<file path="src/rtl/ring_reader.sv">
// Ring buffer sweeper: presents each ring entry for dwell_len cycles, and
// services single random-read peeks that pre-empt the sweep between entries.
module ring_reader #(
  parameter int DWELL_W      = 16,
  parameter int PEEK_TIMEOUT = 8
) (
  input  logic               clk,
  input  logic               rst,
  input  logic               run,
  input  logic [DWELL_W-1:0] dwell_len,
  input  logic [13:0]        ring_dout,
  input  logic               ring_ready,
  input  logic [6:0]         ring_index,
  input  logic [6:0]         ring_count,
  output logic               ring_rd_en,
  output logic [6:0]         ring_rand_addr,
  output logic               ring_rand_en,
  input  logic               ring_rand_valid,
  output logic [13:0]        freq_out,
  output logic [6:0]         ch_out,
  output logic               freq_valid,
  output logic               freq_strobe,
  output logic               sweep_done,
  input  logic               peek_req,
  input  logic [6:0]         peek_addr,
  output logic               peek_ack,
  output logic [13:0]        peek_data,
  output logic               peek_err
);
  typedef enum logic [2:0] {IDLE, FETCH, DWELL, PEEK_ISSUE, PEEK_WAIT} state_t;
  localparam int TW = $clog2(PEEK_TIMEOUT + 1);

  state_t             state;
  logic [DWELL_W-1:0] dwell_cnt;
  logic [TW-1:0]      tcnt;
  logic               peek_go;
  logic               have_entries;

  // peek_req is still high in the ack cycle; masking it there prevents a
  // completed peek from immediately re-triggering itself.
  assign peek_go      = peek_req & ~peek_ack;
  assign have_entries = ring_count != 7'd0;
  assign ring_rd_en   = ~rst & (state == FETCH) & ring_ready & ~peek_go & have_entries;

  always_ff @(posedge clk) begin
    if (rst) begin
      state          <= IDLE;
      dwell_cnt      <= '0;
      tcnt           <= '0;
      ring_rand_addr <= '0;
      ring_rand_en   <= 1'b0;
      freq_out       <= '0;
      ch_out         <= '0;
      freq_valid     <= 1'b0;
      freq_strobe    <= 1'b0;
      sweep_done     <= 1'b0;
      peek_ack       <= 1'b0;
      peek_data      <= '0;
      peek_err       <= 1'b0;
    end else begin
      freq_strobe  <= 1'b0;
      sweep_done   <= 1'b0;
      ring_rand_en <= 1'b0;
      peek_ack     <= 1'b0;
      peek_err     <= 1'b0;
      case (state)
        IDLE: begin
          if (peek_go)                  state <= PEEK_ISSUE;
          else if (run && have_entries) state <= FETCH;
        end
        FETCH: begin
          if (peek_go) begin
            state <= PEEK_ISSUE;
          end else if (ring_rd_en) begin
            freq_out    <= ring_dout;
            ch_out      <= ring_index;
            freq_valid  <= 1'b1;
            freq_strobe <= 1'b1;
            sweep_done  <= ring_index == (ring_count - 7'd1);
            dwell_cnt   <= (dwell_len == '0) ? '0 : dwell_len - DWELL_W'(1);
            state       <= DWELL;
          end else if (!have_entries && !run) begin
            state <= IDLE;
          end
        end
        DWELL: begin
          if (dwell_cnt == '0) begin
            if (peek_go)  state <= PEEK_ISSUE;
            else if (run) state <= FETCH;
            else          state <= IDLE;
          end else begin
            dwell_cnt <= dwell_cnt - DWELL_W'(1);
          end
        end
        PEEK_ISSUE: begin
          if (ring_ready) begin
            ring_rand_addr <= peek_addr;
            ring_rand_en   <= 1'b1;
            tcnt           <= '0;
            state          <= PEEK_WAIT;
          end
        end
        PEEK_WAIT: begin
          if (ring_rand_valid) begin
            peek_data <= ring_dout;
            peek_ack  <= 1'b1;
            state     <= run ? FETCH : IDLE;
          end else if (tcnt == TW'(PEEK_TIMEOUT - 1)) begin
            peek_ack <= 1'b1;
            peek_err <= 1'b1;
            state    <= run ? FETCH : IDLE;
          end else begin
            tcnt <= tcnt + TW'(1);
          end
        end
        default: state <= IDLE;
      endcase
    end
  end
endmodule

</file>
<file path="config.mk">
export PLATFORM = sky130hd
export DESIGN_NAME = ring_reader
export DESIGN_NICKNAME = d
export VERILOG_FILES = /design/src/rtl/ring_reader.sv
export SDC_FILE = /design/constraint.sdc
export NUM_CORES = 1
export LEC_CHECK = 0
export BUFFER_PORTS_ARGS = -buffer_cell sky130_fd_sc_hd__buf_2
export CORE_MARGIN = 2
export CORE_UTILIZATION = 38
export DETAILED_ROUTE_END_ITERATION = 12
export GPL_ROUTABILITY_DRIVEN = 0
export PLACE_DENSITY_LB_ADDON = 0.2
export SLEW_MARGIN = 20
export SYNTH_ARGS = -nofsm -noshare
export SYNTH_HDL_FRONTEND = slang
export SYNTH_SLANG_ARGS = --single-unit
</file>
<file path="constraint.sdc">
create_clock -name clk -period 4 [get_ports clk]
set_input_delay 1.2 -clock clk [delete_from_list [all_inputs] [get_ports clk]]
set_output_delay 1.2 -clock clk [all_outputs]
set_load 0.02 [all_outputs]
</file>
[Word level (Yosys, flattened, before mapping)]
Index checks and enable logic that the tools add are counted.
Operators by class
  multiplexer cells: 25
  $add $sub $neg: 4
  reductions and logical operators: 21
  equality and inequality tests: 16
  bitwise gates (word level): 12
Operators with widths (count)
  $mux 16: 4
  $logic_not 16->1: 2
  $pmux 16 s2: 1
  $sub 16x1->16 const B: 2
  $mux 3: 9
  $pmux 3 s5: 1
  $ne 2x2->1 const B: 7
  $mux 4: 3
  $pmux 4 s2: 1
  $reduce_and 4->1: 2
  $eq 7x7->1: 1
  $not 1->1: 7
  $reduce_bool 7->1: 1
  $sub 7x1->7 const B: 1
  $eq 3x2->1 const B: 2
  $ne 3x3->1 const B: 2
  $reduce_or 3->1: 2
  $and 1x1->1: 5
  $mux 1: 5
  $reduce_and 5->1: 1
  $add 4x1->4 const B: 1
  $eq 4x3->1 const B: 1
  $ne 4x3->1 const B: 1
  $reduce_and 2->1: 2
  10 further kinds: 14
Word-level totals
  output and inout bits: 49
  bits in registers: 71
  logic and storage cells: 91
  input bits: 57

[Longest topological paths before layout]
  word-level depth: 8
  gate-level depth with buffers: 10

[Least setup slack after synthesis]
No wires, ideal clock.
  path kind: input to output
  start: input ring_count[0]
  end: output ring_rd_en
  stages on the path: 7
  buffers on the path: 1
  arrival time: 2700 ps
  slack: 100 ps
  data required time: 2800 ps
  cells stage by stage: inv_1 ha_1 or3b_4 or4_4 nand3_4 inv_2 buf_1
On the way
  longest elaborated chain between the ends: 2
RTL lines
  start, declared: RTL line 14  | input logic [6:0] ring_count,
  $reduce_bool 7->1: RTL line 42  | assign have_entries = ring_count != 7'd0;
  $and 1x1->1: RTL line 43  | assign ring_rd_en = ~rst & (state == FETCH) & ring_ready & ~peek_go & have_entries;
  end, declared: RTL line 15  | output logic ring_rd_en,
Every way passes these cells.

[Final worst setup path]
  start: input ring_count[1]
  end: output ring_rd_en
Same word-level chain as after synthesis.

==> results.yml <==
run_status:
  status: "finished clean"
timing:
  drv_slew: 0
  skew_ns: 0.00850
  worst_pin_slew_ns: 1.01
  setup_slack_ns: 0.0663
  rsz0062_at_grt: "no"
  fmax_mhz: 254
  period_share_pct: 98.3
  setup_tns_ns: 0
  setup_viol: 0
  slew-limit-headroom_pct: 32.6
  holdWs_ns: 0.453
  min_period_ns: 3.93
  hold_viol: 0
logic_synthesis:
  yosysUniqueCellTypes: 56
  async_flop_share_pct: 0
  ys_seq_area_share_pct: 40.6
  synthesis.nets: 523
  postSynthCellCount: 460
  synth-edff-count: 0
  synthFlopType: "dfxtp_1"
  netlist_area_mm2: 0.00350
  ys_ff_latch: 71
  syn_avg_cell_area_um2: 7.61
  ys_warn_count: 0
worst_setup_path:
  cp_top_family: "simple AND/OR/NAND/NOR gates"
  crit_slowest_cell: "or4_4"
  worst_ep_required_time_ns: 2.80
  cp.buffers_inverters: 4
  setup.worst_path.start_class: "input port"
  crit_chain: "buf_2, inv_1, ha_4, or3b_4, or4_4, nand3_4, inv_2, buf_4"
  cp_max_fo: 3
  worst-setup-path-type: "input port to output pin"
  worst_ep_arrival_time_ns: 2.73
  reg2reg_slack_ns: 1.51
  end_kind: "output pin"
  critPathMaxStageDelay_ns: 0.52
finish:
  syn2layout_area_growth_pct: 23.5
  drive_above_1_share_pct: 24.3
  antennaDiodeCount: 0
  stdcell_count: 674
  fillers: 945
  nNetsFinal: 621
placement:
  dpl_worst_slack_ns: 0.0694
  hpwl_mm: 6.74
  dp.cells: 657
  port_buffers: 105
floorplanning:
  dieArea_mm2: 0.00999
  io_pins: 106
  die_width_um: 100
  row_count: 35
  die_y_um: 100
  initial_core_util_pct: 38.6
  core_area_mm2: 0.00906
power_and_ir_drop:
  pwr-share-seq_pct: 37.2
  report.power.total_w: 0.00235
  internal-power_w: 0.00143
  clkPwrFrac_pct: 24.9
  power.switching_w: 0.000927
  p_leak_nw: 1.76
  peakVddDrop_uv: 238
  swShare_pct: 39.4
  p_comb_share_pct: 37.9
  power.density_mw_per_mm2: 544
global_route:
  antenna_found_initial: 0
  grt_use_total_pct: 18.9
  overflow: 0
  grt_start_max_net_pins: 70
  grt_pass1_wl_mm: 15.5
  grt_pass1_vias: 3334
clock_network:
  path_clk_slew_ns: 0.08
  hold_buffers: 0
  cts_buffers: 9
  h-tree-depth: 3
  clock-sinks: 71
  clkLatencyLatePin_ns: 0.34
  clock-root-buffer: "clkbuf_8"
  cts_tree: "built"
  cts_buffer_depth: 2
detailed_routing:
  wl_met2_mm: 4.28
  wl_per_cell_um: 13.8
  drt-initial-drc-count: 171
  via_count: 3562
  wl_mm: 9.30
  viasPerCell: 5.28
  drc: 0
  antenna_left: 0
  first_pass_iters: 4
  top_layer_used: "met4"
  met1_length_mm: 4.44
  route.met3.wl_um: 505
flow_run:
  maxCapViolations: 0
min_path:
  min_path_type: "register to register"
==> routing by layer <==
layer,up-vias,track usage (%)
met3,8,3.69
met1,1632,26.0
met2,103,30.6
met4,0,5.06
met5,-,0
li1,1819,-
==> cells by family (layout without fill, tap and decap cells) <==
| group | after synthesis | in the layout | share of synthesized area [%] |
|---|---|---|---|
| adder cells (fa/ha/maj) | 6 | 6 | 2.15 |
| AND/OR/NAND/NOR | 199 | 199 | 26.3 |
| multiplexers | 1 | 1 | 0.322 |
| XOR/XNOR | 19 | 19 | 4.76 |
| AO/OA/AOI/OAI | 126 | 126 | 21.4 |
| buffers and inverters | 38 | 141 | 4.43 |
| flip-flops | 71 | 71 | 40.6 |
==> worst min-delay path, stage by stage (launching register included) <==
cell and delay (ns):
dfxtp_1 0.31, nand2_1 0.05, a21oi_1 0.05
==> state kept, by name, indices dropped and copies added, names as in the netlist <==
| signal | flops |
|---|---|
| tcnt | 4 |
| ring_rand_addr | 7 |
| freq_valid | 1 |
| ring_rand_en | 1 |
| freq_out | 14 |
| dwell_cnt | 16 |
| ch_out | 7 |
| state | 3 |
| sweep_done | 1 |
| peek_ack | 1 |
| freq_strobe | 1 |
| peek_data | 14 |
| peek_err | 1 |
==> path summary, 6_finish.rpt <==
kind,cells past startpoint,from,endpoint
max,8,ring_count[1],ring_rd_en
min,2,peek_data[11],peek_data[11]
max reg2reg,5,state[0],dwell_cnt[11]
min reg2reg,2,peek_data[11],peek_data[11]
==> placed cells by master, fill, tap and decap left out, types with 3 or more instances in the layout <==
cell type,n
inv_1,12
xnor2_1,12
nand4_1,5
nand2_1,107
buf_2,104
o22ai_1,7
nor4_1,9
nor2_1,32
ha_1,5
buf_4,7
o21ai_1,4
dfxtp_1,71
o21ai_0,19
or3_1,10
a22oi_1,3
a2bb2oi_1,3
o211ai_1,3
and3_1,3
or4_1,3
o31ai_1,3
xor2_1,7
a21oi_1,66
clkbuf_8,10
nor3_1,13
==> final cells by class <==
class / instances / area [um2] / share of cell area, %
tap: 111 / 139 / 3.21
clock inverter: 5 / 57.6 / 1.33
clock buffer: 11 / 141 / 3.27
inverter: 14 / 52.6 / 1.22
multi-input combinational: 351 / 1940 / 44.8
timing repair buffer: 111 / 573 / 13.3
sequential: 71 / 1420 / 32.9
==> cell usage after synthesis (3+ instances only) <==
cell type    n  area (um2)
o31ai_1      3        22.5
o21ai_1      4        20.0
inv_1       13        48.8
dfxtp_1     71        1420
nand2_1    107         402
ha_1         6        75.1
o22ai_1      7        43.8
nor4_1       9        56.3
or3_1       10        62.6
or4_1        3        22.5
nand4_1      5        31.3
xor2_1       7        61.3
nor3_1      13        65.1
xnor2_1     12         105
a21oi_1     66         330
nor2_1      32         120
o211ai_1     3        22.5
clkbuf_1    18        67.6
o21ai_0     19        95.1
and3_1       3        18.8
a22oi_1      3        22.5
buf_2        4        20.0
a2bb2oi_1    3        26.3
==> power by group through the flow <==
stage	clock [W]	combinational, W	sequential, W
3_5_place_dp	0	0.000886	0.000890
6_report	0.000586	0.000891	0.000875
3_3_place_gp	0	0.000883	0.000888
4_1_cts	0.000594	0.000890	0.000873
2_1_floorplan	0	0.000680	0.000880
5_1_grt	0.000628	0.00102	0.000891
==> through the flow <==
stage               util, %  instance area, um2
floorplan                 -                3500
global placement       45.2                4100
detailed placement     45.2                4100
CTS                    47.4                4300
global route           47.7                4320
finish                 47.7                4320
==> timing repair <==
action | in CTS | in global routing
buffers inserted | 0 | 1
gates resized for setup | 0 | 4
setup endpoints to repair | 0 | 1
endpoints found under the hold margin | 0 | 0
Note: power is estimated with default switching activity, not from simulation.
